### src/rtl/systolic_pkg.sv
// Shared defaults and data types for the systolic array output path.
package systolic_pkg;

    localparam int DATAWIDTH_output = 32;
    localparam int N_COLS           = 4;

    typedef logic [DATAWIDTH_output-1:0] psum_t;
    typedef psum_t row_t [N_COLS];

endpackage

### src/rtl/sync_fifo.sv
// Single-clock FIFO; a push into a full FIFO is accepted when a pop happens in the same cycle.
module sync_fifo #(
    parameter int WIDTH = 32,
    parameter int DEPTH = 4
) (
    input  logic             clk,
    input  logic             rst,
    input  logic             push,
    input  logic             pop,
    input  logic [WIDTH-1:0] wdata,
    output logic [WIDTH-1:0] rdata,
    output logic             full,
    output logic             empty
);

    localparam int AW = $clog2(DEPTH);
    localparam logic [AW:0] PTR_ONE = (AW+1)'(1);

    logic [AW:0]      wr_ptr_q, wr_ptr_d;
    logic [AW:0]      rd_ptr_q, rd_ptr_d;
    logic [WIDTH-1:0] mem_q [DEPTH];
    logic [WIDTH-1:0] mem_d [DEPTH];
    logic             do_push;
    logic             do_pop;

    // The extra pointer bit tells full from empty when the indices coincide.
    assign empty   = (wr_ptr_q == rd_ptr_q);
    assign full    = (wr_ptr_q[AW] != rd_ptr_q[AW]) && (wr_ptr_q[AW-1:0] == rd_ptr_q[AW-1:0]);
    assign do_pop  = pop && !empty;
    assign do_push = push && (!full || do_pop);
    assign rdata   = empty ? '0 : mem_q[rd_ptr_q[AW-1:0]];

    always_comb begin
        mem_d    = mem_q;
        wr_ptr_d = wr_ptr_q;
        rd_ptr_d = rd_ptr_q;
        if (do_push) begin
            mem_d[wr_ptr_q[AW-1:0]] = wdata;
            wr_ptr_d                = wr_ptr_q + PTR_ONE;
        end
        if (do_pop) begin
            rd_ptr_d = rd_ptr_q + PTR_ONE;
        end
    end

    always_ff @(posedge clk) begin
        if (rst) begin
            wr_ptr_q <= '0;
            rd_ptr_q <= '0;
        end else begin
            wr_ptr_q <= wr_ptr_d;
            rd_ptr_q <= rd_ptr_d;
        end
    end

    always_ff @(posedge clk) begin
        mem_q <= mem_d;
    end

endmodule

### src/rtl/systolic_output_deskew.sv
// Re-aligns the staggered bottom-row partial sums into whole rows and queues them
// for a valid/ready consumer, flagging (never back-pressuring) overflow.
module systolic_output_deskew #(
    parameter int N_COLS           = systolic_pkg::N_COLS,
    parameter int DATAWIDTH_output = systolic_pkg::DATAWIDTH_output,
    parameter int FIFO_DEPTH       = 4,
    parameter int ROWS_PER_TILE    = 4
) (
    input  logic                               clk,
    input  logic                               rst,
    input  logic                               in_valid,
    input  logic [N_COLS*DATAWIDTH_output-1:0] in_D,
    output logic                               out_valid,
    input  logic                               out_ready,
    output logic [N_COLS*DATAWIDTH_output-1:0] out_data,
    output logic                               out_last,
    output logic                               overflow
);

    localparam int DW    = DATAWIDTH_output;
    localparam int RW    = N_COLS * DW;
    localparam int CNT_W = (ROWS_PER_TILE > 1) ? $clog2(ROWS_PER_TILE) : 1;
    localparam logic [CNT_W-1:0] CNT_LAST = CNT_W'(ROWS_PER_TILE - 1);
    localparam logic [CNT_W-1:0] CNT_ONE  = CNT_W'(1);

    logic [N_COLS-2:0] vld_pipe_q, vld_pipe_d;
    logic              aligned_valid;
    logic [RW-1:0]     aligned_row;
    logic              fifo_full;
    logic              fifo_empty;
    logic              fifo_push;
    logic              pop;
    logic [CNT_W-1:0]  row_cnt_q, row_cnt_d;
    logic              overflow_q, overflow_d;

    // Column j arrives j cycles late, so it is held N_COLS-1-j cycles to line up with the last column.
    for (genvar j = 0; j < N_COLS; j++) begin : g_col
        localparam int DEPTH_J = N_COLS - 1 - j;
        if (DEPTH_J == 0) begin : g_pass
            assign aligned_row[j*DW +: DW] = in_D[j*DW +: DW];
        end else begin : g_dly
            logic [DW-1:0] pipe_q [DEPTH_J];
            logic [DW-1:0] pipe_d [DEPTH_J];

            always_comb begin
                pipe_d[0] = in_D[j*DW +: DW];
                for (int k = 1; k < DEPTH_J; k++) begin
                    pipe_d[k] = pipe_q[k-1];
                end
            end

            always_ff @(posedge clk) begin
                if (rst) begin
                    pipe_q <= '{default: '0};
                end else begin
                    pipe_q <= pipe_d;
                end
            end

            assign aligned_row[j*DW +: DW] = pipe_q[DEPTH_J-1];
        end
    end

    always_comb begin
        vld_pipe_d[0] = in_valid;
        for (int k = 1; k < N_COLS - 1; k++) begin
            vld_pipe_d[k] = vld_pipe_q[k-1];
        end
    end

    assign aligned_valid = vld_pipe_q[N_COLS-2];
    assign out_valid     = !fifo_empty;
    assign pop           = out_valid && out_ready;
    assign fifo_push     = aligned_valid && (!fifo_full || pop);

    always_comb begin
        row_cnt_d  = row_cnt_q;
        overflow_d = overflow_q || (aligned_valid && fifo_full && !pop);
        if (pop) begin
            row_cnt_d = (row_cnt_q == CNT_LAST) ? '0 : row_cnt_q + CNT_ONE;
        end
    end

    always_ff @(posedge clk) begin
        if (rst) begin
            vld_pipe_q <= '0;
            row_cnt_q  <= '0;
            overflow_q <= 1'b0;
        end else begin
            vld_pipe_q <= vld_pipe_d;
            row_cnt_q  <= row_cnt_d;
            overflow_q <= overflow_d;
        end
    end

    sync_fifo #(
        .WIDTH (RW),
        .DEPTH (FIFO_DEPTH)
    ) u_row_fifo (
        .clk   (clk),
        .rst   (rst),
        .push  (fifo_push),
        .pop   (pop),
        .wdata (aligned_row),
        .rdata (out_data),
        .full  (fifo_full),
        .empty (fifo_empty)
    );

    assign out_last = out_valid && (row_cnt_q == CNT_LAST);
    assign overflow = overflow_q;

endmodule

### config.mk
export PLATFORM = sky130hd
export DESIGN_NAME = systolic_output_deskew
export DESIGN_NICKNAME = d
export VERILOG_FILES = /design/src/rtl/systolic_pkg.sv /design/src/rtl/sync_fifo.sv /design/src/rtl/systolic_output_deskew.sv
export SDC_FILE = /design/constraint.sdc
export NUM_CORES = 1
export LEC_CHECK = 0
export CAP_MARGIN = 20
export CORE_MARGIN = 5
export CORE_UTILIZATION = 50
export CTS_CLUSTER_SIZE = 24
export DETAILED_ROUTE_END_ITERATION = 10
export PLACE_DENSITY_LB_ADDON = 0.3
export REMOVE_ABC_BUFFERS = 1
export SYNTH_ARGS = -nofsm -noshare
export SYNTH_HDL_FRONTEND = slang
export SYNTH_SLANG_ARGS = --single-unit
### constraint.sdc
create_clock -name clk -period 4.19 [get_ports clk]
set_input_delay 0.6285 -clock clk [delete_from_list [all_inputs] [get_ports clk]]
set_output_delay 0.6285 -clock clk [all_outputs]
set_load 0.01 [all_outputs]
Word level (Yosys, flattened, before mapping)
Index checks and enable logic that the tools add are counted.
Cells by class
  add/subtract/negate cells: 3
  order comparisons: 3
  eq/ne operators: 4
  multiplexer cells: 8
  bitwise operators: 2
  reductions and logical operators: 15
Operator list (count)
  512-bit bitwise mux: 1
  128-bit 2-to-1 mux: 4
  128-bit binary-select mux with 2-bit select: 1
  128-bit demux with 2-bit select: 1
  1-bit logical AND: 9
  3-bit by 1-bit adder with 3-bit output, second input constant: 2
  3-bit greater-or-equal comparator, second input constant: 2
  2-bit NOT with 3-bit output: 2
  3-bit == test: 1
  1-bit logical NOT: 3
  1-bit logical OR: 3
  3-bit by 1-bit < comparator with 1-bit output, second input constant: 1
  2-bit by 1-bit adder with 2-bit output, second input constant: 1
  2-bit == test: 1
  2-bit == test, second input constant: 1
  2-bit 2-to-1 mux: 1
  1-bit inequality test: 1
Word-level totals
  flip-flop bits (word level): 716
  bits of input ports: 132
  output and inout port bits: 131
  word-level logic and storage cells: 50

Depth between registers and ports, before layout
Gate-level depths: netlist (run 1).
  depth after elaboration: 6
  depth in mapped cells: 6
  depth with buffers taken out: 5

Cells and area by module
Synthesis (run 1) repeated with hierarchy kept, for this count alone.
Unflattened totals
  cells, all modules: 1292
  area, all modules: 25358.1 um2
Modules (own cells, without submodules)
  sync_fifo: instances 1, cells each 863, area an instance 19736.4 um2, sequential area each 15494.9 um2
  systolic_output_deskew: instances 1, cells each 429, area an instance 5621.6 um2, sequential area each 3963.8 um2

Worst setup path before layout (run 1)
OpenSTA, ideal clock, no wires.
  path kind: flip-flop to flip-flop
  start point: register u_row_fifo.rd_ptr_q[0]
  end point: register u_row_fifo.mem_q[128] in the netlist's numbering, enable pin
  library setup time: 0.503 ns
  arrival time: 3.896 ns
  setup slack: -0.209 ns
  stages on the path, launching flop included: 6
  path buffers: 1
  clock period less this slack: 4.399 ns
  cells stage by stage: dfxtp_1 buf_6 xor2_2 nor4_1 nor2b_1 and2_1
On the way
  cells in the longest elaborated chain, start to end: 6
  elaborated cells between the ends (all ways): 11
  those cells by class: eq/ne: 2; reduce/logical: 9
Ends and longest elaborated chain
  start: declaration: RTL line sync_fifo.sv:20  | logic [AW:0] rd_ptr_q, rd_ptr_d;
  start signal: assignment: RTL line sync_fifo.sv:52  | rd_ptr_q <= rd_ptr_d;
  3-bit == test or 2-bit == test (tied branches): RTL line sync_fifo.sv:27, sync_fifo.sv:28
  1-bit logical NOT or 1-bit logical AND (tied branches): RTL line sync_fifo.sv:29, systolic_output_deskew.sv:72, sync_fifo.sv:28
  1-bit logical AND or 1-bit logical NOT (tied branches): RTL line systolic_output_deskew.sv:73, sync_fifo.sv:30, systolic_output_deskew.sv:74
  1-bit logical OR or 1-bit logical AND (tied branches): RTL line systolic_output_deskew.sv:74, sync_fifo.sv:29
  1-bit logical AND or 1-bit logical OR (tied branches): RTL line systolic_output_deskew.sv:74, sync_fifo.sv:30
  1-bit logical AND *: RTL line sync_fifo.sv:30  | assign do_push = push && (!full || do_pop);
  end signal: assignment: RTL line sync_fifo.sv:57  | mem_q <= mem_d;
  end: declaration: RTL line sync_fifo.sv:21  | logic [WIDTH-1:0] mem_q [DEPTH];
Every way passes the cells marked *; elsewhere a longest branch is shown, timed or not.
A chain may end at the register's enable or synchronous reset.

Final worst setup path (run 1)
  start point: register u_row_fifo.wr_ptr_q[0]
  end point: output port out_data[26]
On the way
  cells in the longest elaborated chain, start to end: 2
Ends and longest elaborated chain
  start: declaration: RTL line sync_fifo.sv:19  | logic [AW:0] wr_ptr_q, wr_ptr_d;
  start signal: assignment: RTL line sync_fifo.sv:51  | wr_ptr_q <= wr_ptr_d;
  3-bit == test: RTL line sync_fifo.sv:27  | assign empty = (wr_ptr_q == rd_ptr_q);
  128-bit 2-to-1 mux: RTL line sync_fifo.sv:31  | assign rdata = empty ? '0 : mem_q[rd_ptr_q[AW-1:0]];
  end: declaration: RTL line systolic_output_deskew.sv:15  | output logic [N_COLS*DATAWIDTH_output-1:0] out_data,
Every way passes these cells.

==> key figures, run 1 <==
Route
  – Drt drc: 0
  – Via count: around 12000
  – DR iter-0 viols: roughly 630
  – ANT nets after route: 0
  – DR vias/cell: 5.10
  – WL final: ~47 mm
  – Per-cell routed wire length: about 21 um
  – First-pass iteration count of the detailed router: 4

Worst setup path
  – Crit Path Category: reg -> out
  – Reg-to-reg startpoint: u_row_fifo.wr_ptr_q[1]$_SDFFE_PP0P_
  – FF-to-FF End: u_row_fifo.mem_q[32]$_DFFE_PP_
  – Reg2Reg Depth: 4
  – Arrival @ worst endpoint: ~3.1 ns
  – R2r setup slk: between 1.5 and 2 ns
  – CP endpoint: out_data[26]
  – CP Data Required Time: around 3.6 ns
  – CP startpoint: u_row_fifo.wr_ptr_q[0]$_SDFFE_PP0P_
  – Setup crit start kind: flip-flop
  – Max FO, Critical Path: between 60 and 70
  – Worst setup EP type: output pin

Global route
  – Largest net degree at the start of global routing: between 100 and 150
  – Initial antenna violation count: 0
  – Vias in the first global route: ~12000
  – Total gr overflow: 0
  – First-pass GRT wire length: roughly 73 mm
  – All-Layer GR Usage: approximately 18%

STA
  – Worst Clk Skew: 0.0222 ns
  – Setup violators final: 0
  – Pin slew with the least headroom to its limit: 0.945 ns
  – Final hold viol count: 0
  – Relative max-transition margin: 36.2%
  – Fin Hold WS: 0.432 ns
  – Unrepaired setup endpoints after global routing: false
  – Pins Over Slew Limit: 0
  – Maximum clock rate: 0.266 GHz
  – Crit share post-route: around nine tenths
  – Crit path time final: roughly 3.8 ns

Placed design
  – Placed cells: roughly 2200
  – DP HPWL: 26.2 mm
  – Final GP Congestion: slightly above 0.7
  – Port buffer count: between 200 and 300

Yosys
  – Yosys top cell area share: between 60 and 70%
  – Synth cell types: 26
  – Number of synthesized register bits: 716
  – Post-synthesis cell count: 1277
  – Main area contributors after synthesis: edfxtp_1, dfxtp_1, mux4_2, nor2b_1, and2_1
  – Post-Syn Area per Cell: 19.6 sq um
  – Synth warn: 0
  – Synth area leader: edfxtp_1
  – Register area share after synthesis: between 70 and 80%
  – Synthesized area: between 20000 and 30000 sq um

Clock network
  – Cts hold-fix bufs: 0
  – Cts bufs inserted: a little over 70
  – CTS sink count: roughly 720
  – Clock slew at reported path FFs: about 0.06 ns
  – Worst-Skew Late Latency: roughly 0.6 ns
  – CTS root buffer: clkbuf_16
  – CTS tree: built
  – CTS max path bufs: 3
  – CTS resizes: 0
  – Post CTS Setup Buffer Count: 0
  – CTS HTree Levels: 3

Final layout
  – Commonest non-fill, non-tap cell in the layout: edfxtp_1
  – Layout cell share with drive strength beyond 1: 16.6%
  – Finished Layout Cells: 2296
  – Diodes inserted: 0
  – Net count, final: approximately 1700
  – Commonest cells after routing, fill and taps aside: edfxtp_1, clkdlybuf4s50_1, dfxtp_1, nor2b_1, and2_1
  – Layout area overhead: 23.0%

Floorplan
  – Die height: 234 um
  – Die span in x: approximately 230 um
  – CORE AREA: around 50000 sq um
  – Num ports: between 200 and 300
  – Die ar.: around 55000 sq um
  – Row count: 82
  – Initial Util: between 50 and 60%

Power
  – Static leakage: between 10 and 15 nW
  – Max IR drop VDD: roughly 0.00026 V
  – Pwr Density: between 400 and 500 nW/um^2

Job
  – Max Cap Viol: 0

Status
  – Outcome: completed

Worst hold path
  – Hold Path Class: reg -> reg
==> worst max-delay path: stages (launching register included) <==
cell and delay [ns]:
dfxtp_1 0.44, xor2_2 0.32, or3_4 0.53, buf_12 0.33, and2_1 0.26, clkdlybuf4s50_1 0.57
==> layer usage <==
metal  vias up  global-route usage [%]  share of wire [%]
met5         -                       0                  0
li1       5357                       -                  -
met3        55                    3.50                4.7
met2       270                    28.9                 51
met4         0                    5.67                2.0
met1      6023                    23.9                 43
==> worst min-delay path by stage <==
stage | depth (start not counted) | to | start
6_report | 1 | aligned_row[22]$_SDFF_PP0_ | g_col[0].g_dly.pipe_d[22]$_SDFF_PP0_
5_1_grt | 1 | g_col[0].g_dly.pipe_d[19]$_SDFF_PP0_ | g_col[0].g_dly.pipe_d[51]$_SDFF_PP0_
4_1_cts | 1 | aligned_row[52]$_SDFF_PP0_ | g_col[1].g_dly.pipe_d[20]$_SDFF_PP0_
3_5_place_dp | 1 | aligned_row[50]$_SDFF_PP0_ | g_col[1].g_dly.pipe_d[18]$_SDFF_PP0_
3_3_place_gp | 1 | vld_pipe_q[1]$_SDFF_PP0_ | vld_pipe_q[0]$_SDFF_PP0_
2_1_floorplan | 1 | aligned_row[0]$_SDFF_PP0_ | g_col[0].g_dly.pipe_d[0]$_SDFF_PP0_
==> flip-flops by register name, summed over array words and instances (netlist names) <==
| signal | count |
|---|---|
| g_col.g_dly.pipe_d | 96 |
| row_cnt_q | 2 |
| g_col.g_dly.pipe_q | 32 |
| u_row_fifo.mem_q | 512 |
| u_row_fifo.rd_ptr_q | 3 |
| aligned_row | 64 |
| u_row_fifo.wr_ptr_q | 3 |
| overflow | 1 |
| vld_pipe_q | 3 |
==> cells by family (layout without fill, tap and decap cells) <==
| group | Yosys count | in the layout | synth area share [%] |
|---|---|---|---|
| adders and majority gates | 6 | 6 | 0.300 |
| muxes | 131 | 131 | 11.6 |
| xor gates and xnor gates | 7 | 7 | 0.305 |
| buffers and inverters | 69 | 416 | 1.41 |
| and+or+nand+nor | 341 | 341 | 8.46 |
| DFF | 716 | 716 | 77.7 |
| AOI/OAI and AO/OA | 7 | 7 | 0.230 |
==> through the flow <==
step | area, sq um | power (W) | worst slack, ns | TNS [ns] | utilization [%]
3_3_place_gp | 28500 | 0.00886 | 1.06 | 0 | 57.1
2_1_floorplan | 24700 | 0.00836 | -4.92 | -2918.40 | -
3_5_place_dp | 28500 | 0.00887 | 0.948 | 0 | 57.1
4_1_cts | 30800 | 0.0151 | 0.380 | 0 | 61.8
6_report | 30800 | 0.0149 | 0.425 | 0 | 61.8
5_1_grt | 30800 | 0.0154 | 0.285 | 0 | 61.8
==> Yosys cell counts <==
| cell | instances |
|---|---|
| o31ai_2 | 1 |
| xor2_1 | 3 |
| edfxtp_1 | 512 |
| buf_6 | 3 |
| or3_4 | 1 |
| mux4_2 | 128 |
| a21oi_1 | 3 |
| inv_1 | 4 |
| xor2_2 | 2 |
| or3_1 | 2 |
| nor4_1 | 1 |
| o21ai_0 | 1 |
| nand2_1 | 1 |
| clkbuf_1 | 26 |
| nor2b_1 | 196 |
| buf_1 | 1 |
| o41ai_2 | 1 |
| o41ai_1 | 1 |
| buf_4 | 11 |
| buf_2 | 24 |
| dfxtp_1 | 204 |
| and2_1 | 133 |
| mux2i_1 | 3 |
| xnor2_1 | 2 |
| nor2_1 | 7 |
| ha_1 | 6 |
==> where the power goes <==
part | internal [W] | total, W | switching, W
Sequential | 0.00768 | 0.00773 | 0.0000526
Combinational | 0.000549 | 0.000968 | 0.000419
Clock | 0.00367 | 0.00620 | 0.00253
==> final cells by class <==
class / count / area, sq um
clock inverters: 31 / 214
inverters: 4 / 20.0
well taps: 672 / 841
fillers: 3576 / 19100
flip-flops and latches: 716 / 19500
repair buffers: 280 / 2900
clock buffers: 101 / 2130
multi-input cells: 492 / 5250
(Power assumes the default switching activity.)
==> inputs of run 2 (changes only) <==
--- a/config.mk
+++ b/config.mk
@@ -5,13 +5,14 @@
 export SDC_FILE = /design/constraint.sdc
 export NUM_CORES = 1
 export LEC_CHECK = 0
-export CAP_MARGIN = 20
+export CAP_MARGIN = 10
 export CORE_MARGIN = 5
 export CORE_UTILIZATION = 50
 export CTS_CLUSTER_SIZE = 24
 export DETAILED_ROUTE_END_ITERATION = 10
-export PLACE_DENSITY_LB_ADDON = 0.3
+export PLACE_DENSITY_LB_ADDON = 0.12
 export REMOVE_ABC_BUFFERS = 1
+export SLEW_MARGIN = 5
 export SYNTH_ARGS = -nofsm -noshare
 export SYNTH_HDL_FRONTEND = slang
 export SYNTH_SLANG_ARGS = --single-unit
==> key figures, run 2 (same netlist as run 1, synthesis figures left out) <==
Status
  – Outcome: completed

Final layout
  – Design area: 30700 sq um (-0.37%)
  – Finished Layout Cells: 2290 (-0.26%)
  – Layout cell share with drive strength beyond 1: 15.4% (-1.2 points)
  – Commonest non-fill, non-tap cell in the layout: edfxtp_1
  – Max reg flops: 512 (unchanged)
  – Layout area overhead: 22.5%
  – Commonest cells after routing, fill and taps aside: edfxtp_1, clkdlybuf4s50_1, dfxtp_1, nor2b_1, and2_1
  – # fillers: 3681 (+2.9%)
  – Net count, final: 1702 (-0.059%)
  – Largest reg by FF count: u_row_fifo.mem_q

Clock network
  – CTS HTree Levels: 3 (unchanged)
  – Clock slew at reported path FFs: 0.06 ns (about the same)
  – CTS resizes: 0 (unchanged)
  – CTS tree: built
  – CTS sink count: 716 (unchanged)
  – Cts hold-fix bufs: 0 (unchanged)
  – Post CTS Setup Buffer Count: 0 (unchanged)
  – CTS max path bufs: 3 (unchanged)
  – CTS root buffer: clkbuf_16
  – Worst-Skew Late Latency: 0.58 ns (-0.02 ns)
  – Cts bufs inserted: 71 (unchanged)

Global route
  – First-pass GRT wire length: 70.6 mm (-2.6%)
  – Initial antenna violation count: 2 (+2)
  – Total gr overflow: 0 (unchanged)
  – Largest net degree at the start of global routing: 131 (unchanged)
  – All-Layer GR Usage: 17.0% (-0.56 points)
  – Vias in the first global route: 12200 (-1.8%)

Floorplan
  – Num ports: 263 (unchanged)
  – CORE AREA: 49900 sq um (unchanged)
  – Initial Util: 50.2% (unchanged)
  – Die height: 234 um (unchanged)
  – Die span in x: 234 um (unchanged)
  – Row count: 82 (unchanged)
  – Die ar.: 54700 sq um (unchanged)

Power
  – Combinational share of power: 6.6% (about the same)
  – Max IR drop VDD: 0.000292 V (+11%)
  – Seq pwr share: 52.5% (+0.6 points)
  – Sw Pwr: 0.00289 W (-3.6%)
  – Pint: 0.0118 W (-0.66%)
  – Sw Ratio: 19.7% (-0.48 points)
  – Pwr Density: 479 nW/um^2 (-0.90%)
  – Static leakage: 10.2 nW (-0.70%)
  – Clock Power Share: 40.9% (-0.7 points)

Worst setup path
  – CP Data Required Time: 3.56 ns (about the same)
  – Buf+Inv Stages, Crit Path: 2 (unchanged)
  – CP startpoint: u_row_fifo.wr_ptr_q[0]$_SDFFE_PP0P_
  – CP endpoint: out_data[37]
  – Setup crit start kind: flip-flop
  – Reg-to-reg startpoint: u_row_fifo.wr_ptr_q[0]$_SDFFE_PP0P_
  – Arrival @ worst endpoint: 2.83 ns (-0.31 ns)
  – Reg2Reg Depth: 5 (+1)
  – R2r setup slk: 1.77 ns (+0.23 ns)
  – Slowest stage delay, CP: 0.56 ns (about the same)
  – FF-to-FF End: u_row_fifo.mem_q[469]$_DFFE_PP_
  – Worst setup EP type: output pin
  – Max FO, Critical Path: 51 (-18%)
  – Top delay family on crit path: buffers and inverters
  – Stages on worst setup path: 5 (unchanged)
  – Worst-path cell chain: xor2_2 -> or3_4 -> buf_4 -> and2_1 -> clkdlybuf4s50_1
  – Slowest-stage cell, CP: clkdlybuf4s50_1
  – Crit Path Category: reg -> out

Route
  – ANT nets after route: 0 (unchanged)
  – WL final: 46.0 mm (-2.4%)
  – Via count: 11600 (-0.91%)
  – Drt drc: 0 (unchanged)
  – Per-cell routed wire length: 20.1 um (-2.2%)
  – DR vias/cell: 5.06 (-0.65%)
  – DR iter-0 viols: 697 (+11%)
  – First-pass iteration count of the detailed router: 4 (unchanged)

STA
  – Worst Clk Skew: 0.00772 ns (-0.0145 ns)
  – Setup TNS: 0 ns (unchanged)
  – Setup violators final: 0 (unchanged)
  – Pins Over Slew Limit: 0 (unchanged)
  – Crit share post-route: 82.5% (-7.4 points)
  – Crit path time final: 3.46 ns (-0.309 ns)
  – Unrepaired setup endpoints after global routing: false
  – Final hold viol count: 0 (unchanged)
  – Worst setup margin: 0.734 ns (+0.309 ns)
  – Pin slew with the least headroom to its limit: 0.895 ns (-0.0496 ns)
  – Maximum clock rate: 0.289 GHz (+9.0%)
  – Relative max-transition margin: 39.5% (+3.4 points)

Placed design
  – Area after DPL: 28500 sq um (about the same)
  – Pre-CTS setup slack: 1.28 ns (+0.328 ns)
  – Port buffer count: 262 (unchanged)
  – Placed cells: 2163 (-0.046%)
  – Final GP Congestion: 0.696 (-3.7%)
  – DP HPWL: 25.8 mm (-1.4%)

Worst hold path
  – Hold Path Class: reg -> reg
  – Hold path startpoint: g_col[1].g_dly.pipe_d[28]$_SDFF_PP0_

Job
  – Max Cap Viol: 0 (unchanged)
-- run 2: changes by cell type in the layout (fill, tap and decap cells not counted), moves of 3 or more --
cell	delta
clkinv_1	+3
clkinv_2	-10
inv_6	-3
clkbuf_16	-3
clkinvlp_4	-3
clkbuf_1	+10
-- run 2: worst min path at each step --
| stage | cells past startpoint | to |
|---|---|---|
| floorplan | 1 | aligned_row[0]$_SDFF_PP0_ |
| global placement | 1 | aligned_row[31]$_SDFF_PP0_ |
| detailed placement | 1 | aligned_row[63]$_SDFF_PP0_ |
| CTS | 1 | aligned_row[19]$_SDFF_PP0_ |
| global route | 1 | g_col[0].g_dly.pipe_d[3]$_SDFF_PP0_ |
| finish | 1 | aligned_row[60]$_SDFF_PP0_ |
-- run 2: routing by layer --
layer  GRT usage [%]  wire length, um
met2            27.1            22100
met1            24.0            20400
met5               0                0
met4            5.14              884
met3            3.56             2660
-- run 2: power groups by stage --
stage	logic (W)	clock network, W	registers, W
2_1_floorplan	0.000446	0	0.00792
3_3_place_gp	0.000987	0	0.00787
3_5_place_dp	0.000991	0	0.00788
4_1_cts	0.000996	0.00618	0.00773
5_1_grt	0.00105	0.00650	0.00774
6_report	0.000965	0.00602	0.00773
-- run 2: stage by stage --
step / hold slack [ns] / power, W / utilization, %
6_report: 0.433 / 0.0147 / 61.6
3_5_place_dp: 0.422 / 0.00887 / 57.1
4_1_cts: 0.437 / 0.0149 / 61.6
2_1_floorplan: 0.414 / 0.00836 / -
5_1_grt: 0.447 / 0.0153 / 61.6
3_3_place_gp: 0.416 / 0.00886 / 57.1
-- run 2: area by class of cell --
type | instances | area [sq um] | share of cell area [%]
multi-input combinational | 492 | 5250 | 17.1
clock inverter | 19 | 156 | 0.509
sequential | 716 | 19500 | 63.4
clock buffer | 107 | 2080 | 6.76
timing repair buffer | 279 | 2890 | 9.41
antenna | 1 | 2.50 | 0.00815
tap | 672 | 841 | 2.74
inverter | 4 | 20.0 | 0.0652
==> inputs of run 3 (changes only) <==
==> constraint.sdc (replaced) <==
create_clock -name clk -period 3.1 [get_ports clk]
set_input_delay 0.465 -clock clk [delete_from_list [all_inputs] [get_ports clk]]
set_output_delay 0.465 -clock clk [all_outputs]
set_load 0.01 [all_outputs]
==> key figures, run 3 (same netlist as run 1, synthesis figures left out) <==
Final layout
  – Fin util: 63.7% (+2.2 points)
  – Max reg flops: 512 (unchanged)
  – Commonest cells after routing, fill and taps aside: edfxtp_1, dfxtp_1, nor2b_1, clkdlybuf4s50_1, and2_1
  – Largest reg by FF count: u_row_fifo.mem_q
  – Net count, final: 1768 (+3.9%)
  – Design area: 31800 sq um (+3.5%)
  – Layout area overhead: 26.8%
  – Commonest non-fill, non-tap cell in the layout: edfxtp_1
  – Layout cell share with drive strength beyond 1: 19.4% (+4.0 points)

Clock network
  – Worst-Skew Late Latency: 0.60 ns (+0.02 ns)
  – Clock slew at reported path FFs: 0.06 ns (about the same)
  – CTS HTree Levels: 3 (unchanged)
  – CTS tree: built
  – Cts bufs inserted: 71 (unchanged)
  – Cts hold-fix bufs: 0 (unchanged)
  – CTS root buffer: clkbuf_16
  – CTS max path bufs: 3 (unchanged)
  – CTS sink count: 716 (unchanged)

Worst hold path
  – Hold Path Class: in -> reg

STA
  – Crit share post-route: 101%
  – Pin slew with the least headroom to its limit: 0.603 ns (-0.292 ns)
  – Pins Over Slew Limit: 0 (unchanged)
  – Worst setup margin: -0.0290 ns (-0.763 ns)
  – Relative max-transition margin: 59.8% (+20 points)
  – Maximum clock rate: between 0.3 and 0.4 GHz
  – Crit path time final: 3.13 ns
  – Setup violators final: 10 (+10)
  – Worst Clk Skew: 0.0266 ns (+0.0189 ns)
  – Fin Hold WS: 0.144 ns (-0.290 ns)
  – Setup TNS: -0.0913 ns (-0.0913 ns)
  – Unrepaired setup endpoints after global routing: true
  – Final hold viol count: 0 (unchanged)

Floorplan
  – Die height: 234 um (unchanged)
  – Die ar.: 54700 sq um (unchanged)
  – Num ports: 263 (unchanged)
  – Die span in x: 234 um (unchanged)
  – Row count: 82 (unchanged)
  – CORE AREA: 49900 sq um (unchanged)
  – Initial Util: 50.2% (unchanged)

Status
  – Failing checks: negative setup slack
  – Outcome: finished with violations

Global route
  – Total gr overflow: 0 (unchanged)
  – Vias in the first global route: 12300 (+0.11%)
  – Largest net degree at the start of global routing: 87 (-34%)
  – Initial antenna violation count: 5 (+3)
  – First-pass GRT wire length: 73.1 mm (+3.5%)
  – All-Layer GR Usage: 17.7% (+0.74 points)

Power
  – Combinational share of power: 7.4% (+0.8 points)
  – Sw Pwr: 0.00409 W (+41%)
  – Static leakage: 11.7 nW (+14%)
  – Pwr Density: 640 nW/um^2 (+33%)
  – Max IR drop VDD: 0.000475 V (+62%)
  – Sw Ratio: 20.1% (+0.46 points)
  – Clock Power Share: 41.2% (+0.3 points)
  – Seq pwr share: 51.4% (-1.1 points)
  – Pint: 0.0162 W (+37%)

Route
  – Drt drc: 0 (unchanged)
  – WL final: 49.5 mm (+7.7%)
  – DR vias/cell: 5.08 (+0.22%)
  – DR iter-0 viols: 660 (-5.3%)
  – First-pass iteration count of the detailed router: 4 (unchanged)
  – Via count: 12000 (+3.3%)
  – ANT nets after route: 0 (unchanged)
  – Per-cell routed wire length: 21.0 um (+4.5%)

Worst setup path
  – Slowest-stage cell, CP: or3_4
  – FF-to-FF End: u_row_fifo.mem_q[247]$_DFFE_PP_
  – Setup crit start kind: flip-flop
  – R2r setup slk: 0.67 ns (-1.10 ns)
  – Arrival @ worst endpoint: 2.66 ns (-0.17 ns)
  – Worst setup EP type: output pin
  – Slowest stage delay, CP: 0.51 ns (-0.05 ns)
  – CP Data Required Time: 2.63 ns (-0.93 ns)
  – CP startpoint: u_row_fifo.rd_ptr_q[0]$_SDFFE_PP0P_
  – Worst-path cell chain: buf_4 -> xor2_4 -> or3_4 -> clkbuf_16 -> and2_1 -> clkdlybuf4s50_1
  – Max FO, Critical Path: 9 (-82%)
  – Reg-to-reg startpoint: u_row_fifo.rd_ptr_q[0]$_SDFFE_PP0P_
  – Crit Path Category: reg -> out
  – CP endpoint: out_data[52]
  – Reg2Reg Depth: 8 (+3)

Placed design
  – Port buffer count: 262 (unchanged)
  – Pre-CTS setup slack: 0.454 ns (-0.823 ns)
  – Area after DPL: 28800 sq um (+1.1%)
  – Final GP Congestion: 0.710 (+2.0%)
  – DP HPWL: 27.3 mm (+5.6%)

Job
  – Max Cap Viol: 0 (unchanged)
run 3: timing repair:
item	in CTS	in global routing
gates cloned	5	8
pin swaps	2	2
setup buffers	11	24
setup endpoints to repair	126	72
gates resized for setup	74	43
run 3: layout make-up:
class / count / area [sq um]
clock buffer: 105 / 2040
sequential: 716 / 19500
antenna: 1 / 2.50
clock inverter: 25 / 262
inverter: 4 / 20.0
timing repair buffer: 343 / 3840
multi-input combinational: 494 / 5300
tap: 672 / 841
fill: 3522 / 18100
run 3: power groups by stage:
stage	sequential [W]	combinational, W	clock, W
after floorplan	0.0107	0.000603	0
after global placement	0.0106	0.00139	0
after detailed placement	0.0106	0.00139	0
after CTS	0.0104	0.00143	0.00858
after global routing	0.0105	0.00163	0.00900
final	0.0104	0.00151	0.00837
run 3: through the flow:
stage	cells	total power [W]
floorplan	1212	0.0113
global route	2359	0.0211
detailed placement	2181	0.0120
global placement	2181	0.0120
finish	2360	0.0203
CTS	2327	0.0205
run 3: worst min path at each step:
stage	start	to	slack, ns	cells after the start
6_report	rst	aligned_row[27]$_SDFF_PP0_	0.14	2
5_1_grt	rst	g_col[0].g_dly.pipe_d[27]$_SDFF_PP0_	0.13	2
4_1_cts	rst	aligned_row[27]$_SDFF_PP0_	0.10	2
3_5_place_dp	g_col[1].g_dly.pipe_d[10]$_SDFF_PP0_	aligned_row[42]$_SDFF_PP0_	0.42	1
3_3_place_gp	g_col[0].g_dly.pipe_d[28]$_SDFF_PP0_	aligned_row[28]$_SDFF_PP0_	0.42	1
2_1_floorplan	g_col[0].g_dly.pipe_d[0]$_SDFF_PP0_	aligned_row[0]$_SDFF_PP0_	0.41	1
run 3: routing by layer:
metal | GRT usage, % | vias up | part of all wire [%]
met1 | 24.3 | 6130 | 43
met3 | 3.98 | 55 | 5.6
li1 | - | 5494 | -
met4 | 4.99 | 4 | 1.5
met2 | 29.1 | 296 | 50
met5 | 0 | - | 0.050
run 3: critical path: cells and delay by family (launching register included):
kind | cells | cell delay [ns]
xor gates and xnor gates | 1 | 0.14
buffers and inverters | 3 | 0.90
DFF | 1 | 0.39
and+or+nand+nor | 2 | 0.65
